--- config.mk ---
export PLATFORM = sky130hd
export DESIGN_NAME = flash_cmd_sequencer
export DESIGN_NICKNAME = d
export VERILOG_FILES = /design/src/rtl/flash_cmd_sequencer.sv
export SDC_FILE = /design/constraint.sdc
export NUM_CORES = 1
export LEC_CHECK = 0
export ABC_AREA = 1
export CORE_UTILIZATION = 55
export CTS_BUF_LIST = sky130_fd_sc_hd__clkbuf_8
export CTS_CLUSTER_SIZE = 14
export DETAILED_ROUTE_END_ITERATION = 8
export PLACE_DENSITY = 0.79
export SLEW_MARGIN = 20
export SYNTH_ARGS = -nofsm -noshare
export SYNTH_HDL_FRONTEND = slang
export SYNTH_SLANG_ARGS = --single-unit
--- constraint.sdc ---
create_clock -name SCL -period 2.4 [get_ports SCL]
set_input_delay 0.48 -clock SCL [delete_from_list [all_inputs] [get_ports SCL]]
set_output_delay 0.48 -clock SCL [all_outputs]
set_load 0.05 [all_outputs]
--- src/rtl/flash_cmd_sequencer.sv ---
// Parallel-flash command sequencer: expands one accepted command into JEDEC
// bus cycles (byte selects, address source, data enables, CE_N/WE_N/OE_N).
module flash_cmd_sequencer #(
  parameter int unsigned T_SETUP = 1,
  parameter int unsigned T_PULSE = 2,
  parameter int unsigned T_HOLD  = 1,
  parameter int unsigned T_READ  = 2,
  parameter int unsigned T_PROG  = 20,
  parameter int unsigned T_ERASE = 100,
  parameter int unsigned CW      = 16
) (
  input  logic       SCL,
  input  logic       reset,
  input  logic       cmd_valid,
  input  logic [2:0] cmd_op,
  output logic       busy,
  output logic       done,
  output logic       err,
  output logic       selAA,
  output logic       sel55,
  output logic       selB0,
  output logic       selC0,
  output logic       selD0,
  output logic       selE0,
  output logic       sel00,
  output logic       selData,
  output logic       EnDataOut,
  output logic       EnDataIn,
  output logic       selAddr,
  output logic [1:0] addr_sel,
  output logic       CE_N,
  output logic       WE_N,
  output logic       OE_N
);

  typedef enum logic [3:0] {
    S_IDLE, S_W_SETUP, S_W_PULSE, S_W_HOLD, S_W_GAP,
    S_R_SETUP, S_R_PULSE, S_WAIT, S_DONE
  } state_t;

  typedef enum logic [2:0] {
    OP_READ = 3'd0, OP_PROG = 3'd1, OP_SERASE = 3'd2, OP_CERASE = 3'd3, OP_SRST = 3'd4
  } op_t;

  typedef enum logic [3:0] {
    B_NONE, B_AA, B_55, B_B0, B_C0, B_D0, B_E0, B_00, B_DATA
  } byte_t;

  localparam logic [1:0]    A_5555  = 2'd0;
  localparam logic [1:0]    A_2AAA  = 2'd1;
  localparam logic [1:0]    A_TGT   = 2'd2;
  localparam logic [CW-1:0] L_SETUP = CW'(T_SETUP);
  localparam logic [CW-1:0] L_PULSE = CW'(T_PULSE);
  localparam logic [CW-1:0] L_HOLD  = CW'(T_HOLD);
  localparam logic [CW-1:0] L_READ  = CW'(T_READ);
  localparam logic [CW-1:0] L_PROG  = CW'(T_PROG);
  localparam logic [CW-1:0] L_ERASE = CW'(T_ERASE);

  state_t        r_state, w_state_nxt;
  op_t           r_op, w_op_nxt;
  logic [CW-1:0] r_cnt, w_cnt_nxt;
  logic [2:0]    r_step, w_step_nxt;
  logic          r_err, w_err_nxt;

  byte_t         w_byte;
  logic [1:0]    w_addr;
  logic          w_last;
  logic          w_cnt_end;

  assign w_cnt_end = (r_cnt == CW'(1));

  // NOTE: state uses non-blocking assignments and an asynchronous reset so an
  // abort forces every strobe high without waiting for an SCL edge.
  always_ff @(posedge SCL or posedge reset) begin
    if (reset) begin
      r_state <= S_IDLE;
      r_op    <= OP_READ;
      r_cnt   <= '0;
      r_step  <= '0;
      r_err   <= 1'b0;
    end else begin
      r_state <= w_state_nxt;
      r_op    <= w_op_nxt;
      r_cnt   <= w_cnt_nxt;
      r_step  <= w_step_nxt;
      r_err   <= w_err_nxt;
    end
  end

  // Byte/address of the current write step for the latched command.
  always_comb begin
    w_byte = B_NONE;
    w_addr = A_5555;
    w_last = 1'b0;
    case (r_op)
      OP_PROG: begin
        case (r_step)
          3'd0:    w_byte = B_AA;
          3'd1:    begin w_byte = B_55; w_addr = A_2AAA; end
          3'd2:    w_byte = B_B0;
          default: begin w_byte = B_DATA; w_addr = A_TGT; w_last = 1'b1; end
        endcase
      end
      OP_SERASE, OP_CERASE: begin
        case (r_step)
          3'd0, 3'd3: w_byte = B_AA;
          3'd1, 3'd4: begin w_byte = B_55; w_addr = A_2AAA; end
          3'd2:       w_byte = B_C0;
          default: begin
            w_last = 1'b1;
            if (r_op == OP_SERASE) begin
              w_byte = B_D0;
              w_addr = A_TGT;
            end else begin
              w_byte = B_E0;
            end
          end
        endcase
      end
      OP_SRST: begin
        w_byte = B_00;
        w_last = 1'b1;
      end
      default: ;
    endcase
  end

  // NOTE: every signal gets a default before the case so no latch is inferred.
  always_comb begin
    w_state_nxt = r_state;
    w_op_nxt    = r_op;
    w_cnt_nxt   = r_cnt;
    w_step_nxt  = r_step;
    w_err_nxt   = 1'b0;

    busy = (r_state != S_IDLE) && (r_state != S_DONE);
    done = (r_state == S_DONE);
    err  = r_err;
    {selAA, sel55, selB0, selC0, selD0, selE0, sel00} = 7'b0;
    selData   = 1'b0;
    EnDataOut = 1'b0;
    EnDataIn  = 1'b0;
    selAddr   = 1'b0;
    addr_sel  = A_5555;
    CE_N      = 1'b1;
    WE_N      = 1'b1;
    OE_N      = 1'b1;

    case (r_state)
      S_IDLE: begin
        if (cmd_valid) begin
          case (cmd_op)
            3'd0: begin
              w_state_nxt = S_R_SETUP;
              w_op_nxt    = OP_READ;
              w_cnt_nxt   = L_SETUP;
            end
            3'd1, 3'd2, 3'd3, 3'd4: begin
              w_state_nxt = S_W_SETUP;
              w_op_nxt    = op_t'(cmd_op);
              w_cnt_nxt   = L_SETUP;
              w_step_nxt  = '0;
            end
            default: w_err_nxt = 1'b1;
          endcase
        end
      end
      S_W_SETUP, S_W_PULSE, S_W_HOLD: begin
        CE_N     = 1'b0;
        WE_N     = (r_state != S_W_PULSE);
        addr_sel = w_addr;
        selAddr  = (w_addr == A_TGT);
        case (w_byte)
          B_AA:    selAA = 1'b1;
          B_55:    sel55 = 1'b1;
          B_B0:    selB0 = 1'b1;
          B_C0:    selC0 = 1'b1;
          B_D0:    selD0 = 1'b1;
          B_E0:    selE0 = 1'b1;
          B_00:    sel00 = 1'b1;
          B_DATA:  begin selData = 1'b1; EnDataOut = 1'b1; end
          default: ;
        endcase
        w_cnt_nxt = r_cnt - CW'(1);
        if (w_cnt_end) begin
          case (r_state)
            S_W_SETUP: begin w_state_nxt = S_W_PULSE; w_cnt_nxt = L_PULSE; end
            S_W_PULSE: begin w_state_nxt = S_W_HOLD;  w_cnt_nxt = L_HOLD;  end
            default:   w_state_nxt = S_W_GAP;
          endcase
        end
      end
      S_W_GAP: begin
        w_step_nxt = r_step + 3'd1;
        if (!w_last) begin
          w_state_nxt = S_W_SETUP;
          w_cnt_nxt   = L_SETUP;
        end else if (r_op == OP_SRST) begin
          w_state_nxt = S_DONE;
        end else begin
          w_state_nxt = S_WAIT;
          w_cnt_nxt   = (r_op == OP_PROG) ? L_PROG : L_ERASE;
        end
      end
      S_R_SETUP, S_R_PULSE: begin
        CE_N      = 1'b0;
        OE_N      = (r_state != S_R_PULSE);
        EnDataIn  = (r_state == S_R_PULSE) && w_cnt_end;
        selAddr   = 1'b1;
        addr_sel  = A_TGT;
        w_cnt_nxt = r_cnt - CW'(1);
        if (w_cnt_end) begin
          if (r_state == S_R_SETUP) begin
            w_state_nxt = S_R_PULSE;
            w_cnt_nxt   = L_READ;
          end else begin
            w_state_nxt = S_DONE;
          end
        end
      end
      S_WAIT: begin
        w_cnt_nxt = r_cnt - CW'(1);
        if (w_cnt_end) w_state_nxt = S_DONE;
      end
      S_DONE: begin
        w_state_nxt = S_IDLE;
        w_step_nxt  = '0;
      end
      default: w_state_nxt = S_IDLE;
    endcase
  end

endmodule

== After elaboration in Yosys (flattened, before gate mapping) ==
Cells that the tools add are included.
Storage, ports and cells
  input bits: 6
  memories kept: 0
  memory bits (writable): 0
  register bits: 27
  bits in latches: 0
  logic and storage cells: 133
  memory bits (read-only): 0
Operators by class
  add/subtract/negate cells: 2
  shifts and indexed selects: 0
  multiplexer cells: 60
  div/mod/pow operators: 0
  reductions and logical operators: 25
  bitwise operators: 0
  equality and inequality tests: 41
  multipliers: 0
  magnitude comparators: 0
Operator list (number)
  $mux 16: 7
  $pmux 16 s5: 1
  $eq 4x3->1 const B: 8
  $pmux 16 s2: 1
  $mux 4: 7
  $mux 1: 25
  $pmux 4 s3: 2
  $pmux 4 s5: 1
  $eq 3x2->1 const B: 6
  $pmux 3 s3: 2
  $eq 16x1->1 const B: 1
  $eq 4x2->1 const B: 4
  $pmux 2 s2: 4
  $sub 16x1->16 const B: 1
  $reduce_or 5->1: 3
  $pmux 3 s2: 2
  $ne 2x2->1 const B: 5
  $reduce_or 2->1: 5
  $eq 3x1->1 const B: 3
  $eq 3x3->1 const B: 3
  $reduce_or 3->1: 3
  $eq 4x1->1 const B: 2
  $eq 4x4->1 const B: 2
  $pmux 4 s2: 1
  24 further kinds: 29

== Logic depth before layout (Yosys ltp) ==
  depth in word-level cells: 7
  gate-level depth with buffers: 11

== Worst setup path after synthesis ==
OpenSTA, ideal clock, no wires.
  path type: reg2out
  from: register r_step[0]
  to: output port selData
  required time: 1920 ps
  path slack: -850 ps
  data arrival time: 2770 ps
  buffers on the path: 1
  cell stages (with the launch flop): 9
  path through: dfrtp_1 ha_1 ha_1 nor3_1 nand2_1 o211ai_1 nand2_1 nor3_1 buf_4
On the way
  cells in the longest elaborated chain, start to end: 7
  elaborated cells between the ends (all ways): 13
  classes of those cells: eq/ne: 5; mux: 5; reduce/logical: 3
RTL lines
  from (decl): RTL line 62  | logic [2:0] r_step, w_step_nxt;
  from (signal assigned): RTL line 85  | r_step <= w_step_nxt;
  $eq 3x1->1 (tied with other cells): RTL line 97, 105
  $reduce_or 2->1 (on tied branches)
  $pmux 3 s3: RTL line 105  | case (r_step)
  $pmux 4 s3 (*): RTL line 95  | case (r_op)
  $eq 4x4->1 (*)
  $mux 1 (*) (2 in a row)
  to (decl): RTL line 26  | output logic selData,
Mark *: on every way between the ends. The rest lies on a longest branch, timed or not.

== Final worst setup path ==
  from: register r_step[0]
  to: output port selC0
On the way
  cells in the longest elaborated chain, start to end: 7
  elaborated cells between the ends (all ways): 13
  classes of those cells: eq/ne: 5; mux: 5; reduce/logical: 3
RTL lines
  $eq 3x1->1 (tied with other cells): RTL line 97, 105
  $reduce_or 2->1 (on tied branches)
  $pmux 3 s3: RTL line 105
  $pmux 4 s3 (*): RTL line 95
  $eq 4x3->1 (*): RTL line 173  | case (w_byte)
  $mux 1 (*): RTL line 173
  $mux 1 (*): RTL line 149  | case (r_state)
  to (decl): RTL line 22  | output logic selC0,
Marks and branches as above.

==> flow_summary.toml <==
[status]
status = "finished with violations"
failed_checks = "setup timing"

[drt]
vias = 2340
first_pass_iters = 5
final_antenna_net_count = 0
initialDrtViolationCount = 204
viasPerCell = 5.64
totalWireLength_um = 5980
wl_per_cell_um = 14.4
drc_errors = 0

[power_and_ir_drop]
ir_worst_vdd_mv = 0.860
p_leak_nw = 1.37
p_per_area_nw_per_um2 = 1500

[placement]
gp_congestion = 0.888
dpl.cell_count = 401
io_buffer_count = 24
dp_hpwl_um = 4090

[synthesis]
synth_cell_types = 26
yosys.area.top_type = "dfrtp_1"
ys_seq_area_frac = 0.325
synth.net_count = 334
async_reset_ff_frac = 1.00
synth_edf_count = 0
yosys.area.top_type_share = 0.325
synth_area_leaders = "dfrtp_1 (33%), nand2_1 (16%), nor2_1 (12%), inv_1 (6.1%), nand3_1 (5.8%)"
syn-cell-area_um2 = 2080
yosys_warnings = 0
avgSynthCellArea_um2 = 6.47
synth_ff_type = "dfrtp_1"
syn_inst = 321
ys_seq_elements = 27

[sta]
tightest_slew_ps = 495
fin_skew_ps = 3.58
min_period_ps = 2770
period_share = 1.16
slew_viol_final = 0
setup_violations = 11
setup_slack_ps = -374
whs_ps = 515
slew_headroom = 0.669
grt_setup_unrepaired = "yes"
finalHoldViolations = 0
fmax_ghz = 0.361

[clock_tree]
cts_hold_buf = 0
cts_buffer_depth = 2
h-tree-depth = 1
cts_tree = "yes"
clk_pin_slew_ps = 100
cts-buffers-inserted = 3
cts_root_buffer = "clkbuf_8"
cts_sinks = 27
insertion_delay_ps = 270

[setup_path]
cpPeakStageDelay_ps = 460
timing.setup.critical_path_class = "reg2out"
slowest_stage = "dfrtp_2"
crit_family = "buffers and inverters"
required_ps = 1920
critPathLaunchType = "flip-flop"
worst_ep_arrival_time_ps = 2290
path_cells = "ha_4 -> ha_4 -> buf_6 -> inv_4 -> nand2_2 -> o211ai_1 -> nand2_2 -> buf_6 -> nor3_4 -> buf_12"
critical_path.endpoint_type = "output pin"
crit_fanout = 4
critPathBufInv = 4

[min_path]
min_path_type = "reg2reg"

[die]
die_area_um2 = 4030
core-area_um2 = 3470
initial_utilization = 0.599
fp.dieW_um = 63.5
row_count = 21
die_h_um = 63.5
io_pins = 25

[cells_and_area]
layout-drive-gt1-share = 0.244
layout_common_cells = "nand2_1 (83), nor2_1 (57), inv_1 (31)"
n_antenna_cell = 0
finish.net_count = 383
syn2layout_area_growth_pct = 38.5
n_fill_cell = 216
final_common_cell = "nand2_1"
final_cells = 415

[run]
cap_violations = 0

[grt]
grt_max_degree = 28
antenna_found_initial = 0
overflow = 0
first_global_vias = 2307
grt_pass1_wl_um = 10400
grt_usage = 0.325
==> layout make-up <==
class                   instances  area, um2  area share
clock buffers                   3       41.3      0.0143
clock inverters                 1       7.51     0.00261
inverters                      37        141      0.0491
multi-input cells             255       1400       0.486
flip-flops and latches         27        678       0.236
well taps                      46       57.6      0.0200
repair buffers                 46        554       0.193
==> worst paths after layout <==
path,cells past startpoint,from,slack (ps),end
max in group asynchronous,3,reset,1540,r_step[0]$_DFFE_PP0P_
worst min-delay path,2,r_cnt[1]$_DFFE_PP0P_,520,r_cnt[1]$_DFFE_PP0P_
worst max-delay path,10,r_step[0]$_DFFE_PP0P_,-370,selC0
worst min register to register,2,r_cnt[1]$_DFFE_PP0P_,520,r_cnt[1]$_DFFE_PP0P_
worst max register to register,8,r_step[0]$_DFFE_PP0P_,500,r_cnt[6]$_DFFE_PP0P_
min in group asynchronous,3,reset,570,r_cnt[10]$_DFFE_PP0P_
==> through the flow <==
step / TNS [ps] / worst slack (ps) / total power, mW / util / cell area (um2)
finish: -2830 / -374 / 4.32 / 0.830 / 2880
global route: -3930 / -471 / 4.68 / 0.830 / 2880
CTS: -1490 / -182 / 4.09 / 0.805 / 2790
detailed placement: -32.6 / -19.8 / 3.63 / 0.757 / 2630
global placement: 0 / 52.7 / 3.57 / 0.757 / 2630
floorplan: -416 / -126 / 2.76 / - / 2120
==> state kept, by name, indices dropped and copies added, names as in the netlist <==
name and flops:
r_state 4, r_step 3, err 1, r_cnt 16, r_op 3
==> report_power, final <==
part           switching [mW]  leakage, nW  internal, mW
Combinational            2.05        0.993          1.19
Sequential              0.189        0.356         0.626
Clock                   0.145       0.0217         0.118
Total                    2.38         1.37          1.93
==> layer usage <==
layer / vias to the layer above / track usage / share of wire
met2: 106 / 0.532 / 0.47
met1: 1088 / 0.444 / 0.45
met5: - / 0 / 0
met4: 0 / 0.0994 / 0.032
met3: 22 / 0.0399 / 0.045
li1: 1124 / - / -
==> tightest hold or removal path, cell delays in order (launching register included) <==
cell,delay [ps]
dfrtp_1,360
nand2_1,60
nand2_1,60
==> synth_stat cells (all sizes together) (3+ instances only) <==
cell / instances
a21oi: 10
dfrtp: 27
ha: 7
inv: 37
nand2: 93
nand3: 25
nand4: 5
nor2: 72
nor3: 6
o211ai: 3
o21ai: 19
xnor2: 6
==> kinds of logic (layout without fill, tap and decap cells) <==
family / after synthesis / in the layout / synth area share
simple gates: 206 / 206 / 0.435
buf+inv: 39 / 87 / 0.0759
compound gates: 34 / 34 / 0.0885
flops: 27 / 27 / 0.325
xor+xnor: 8 / 8 / 0.0337
fa+ha+maj: 7 / 7 / 0.0421
==> repair_timing <==
| item | CTS | global route |
|---|---|---|
| endpoints found under the setup margin | 12 | 15 |
| gates resized for setup | 24 | 19 |
| buffers inserted | 7 | 3 |
| pin swaps | 7 | 9 |
(Power assumes the default switching activity.)
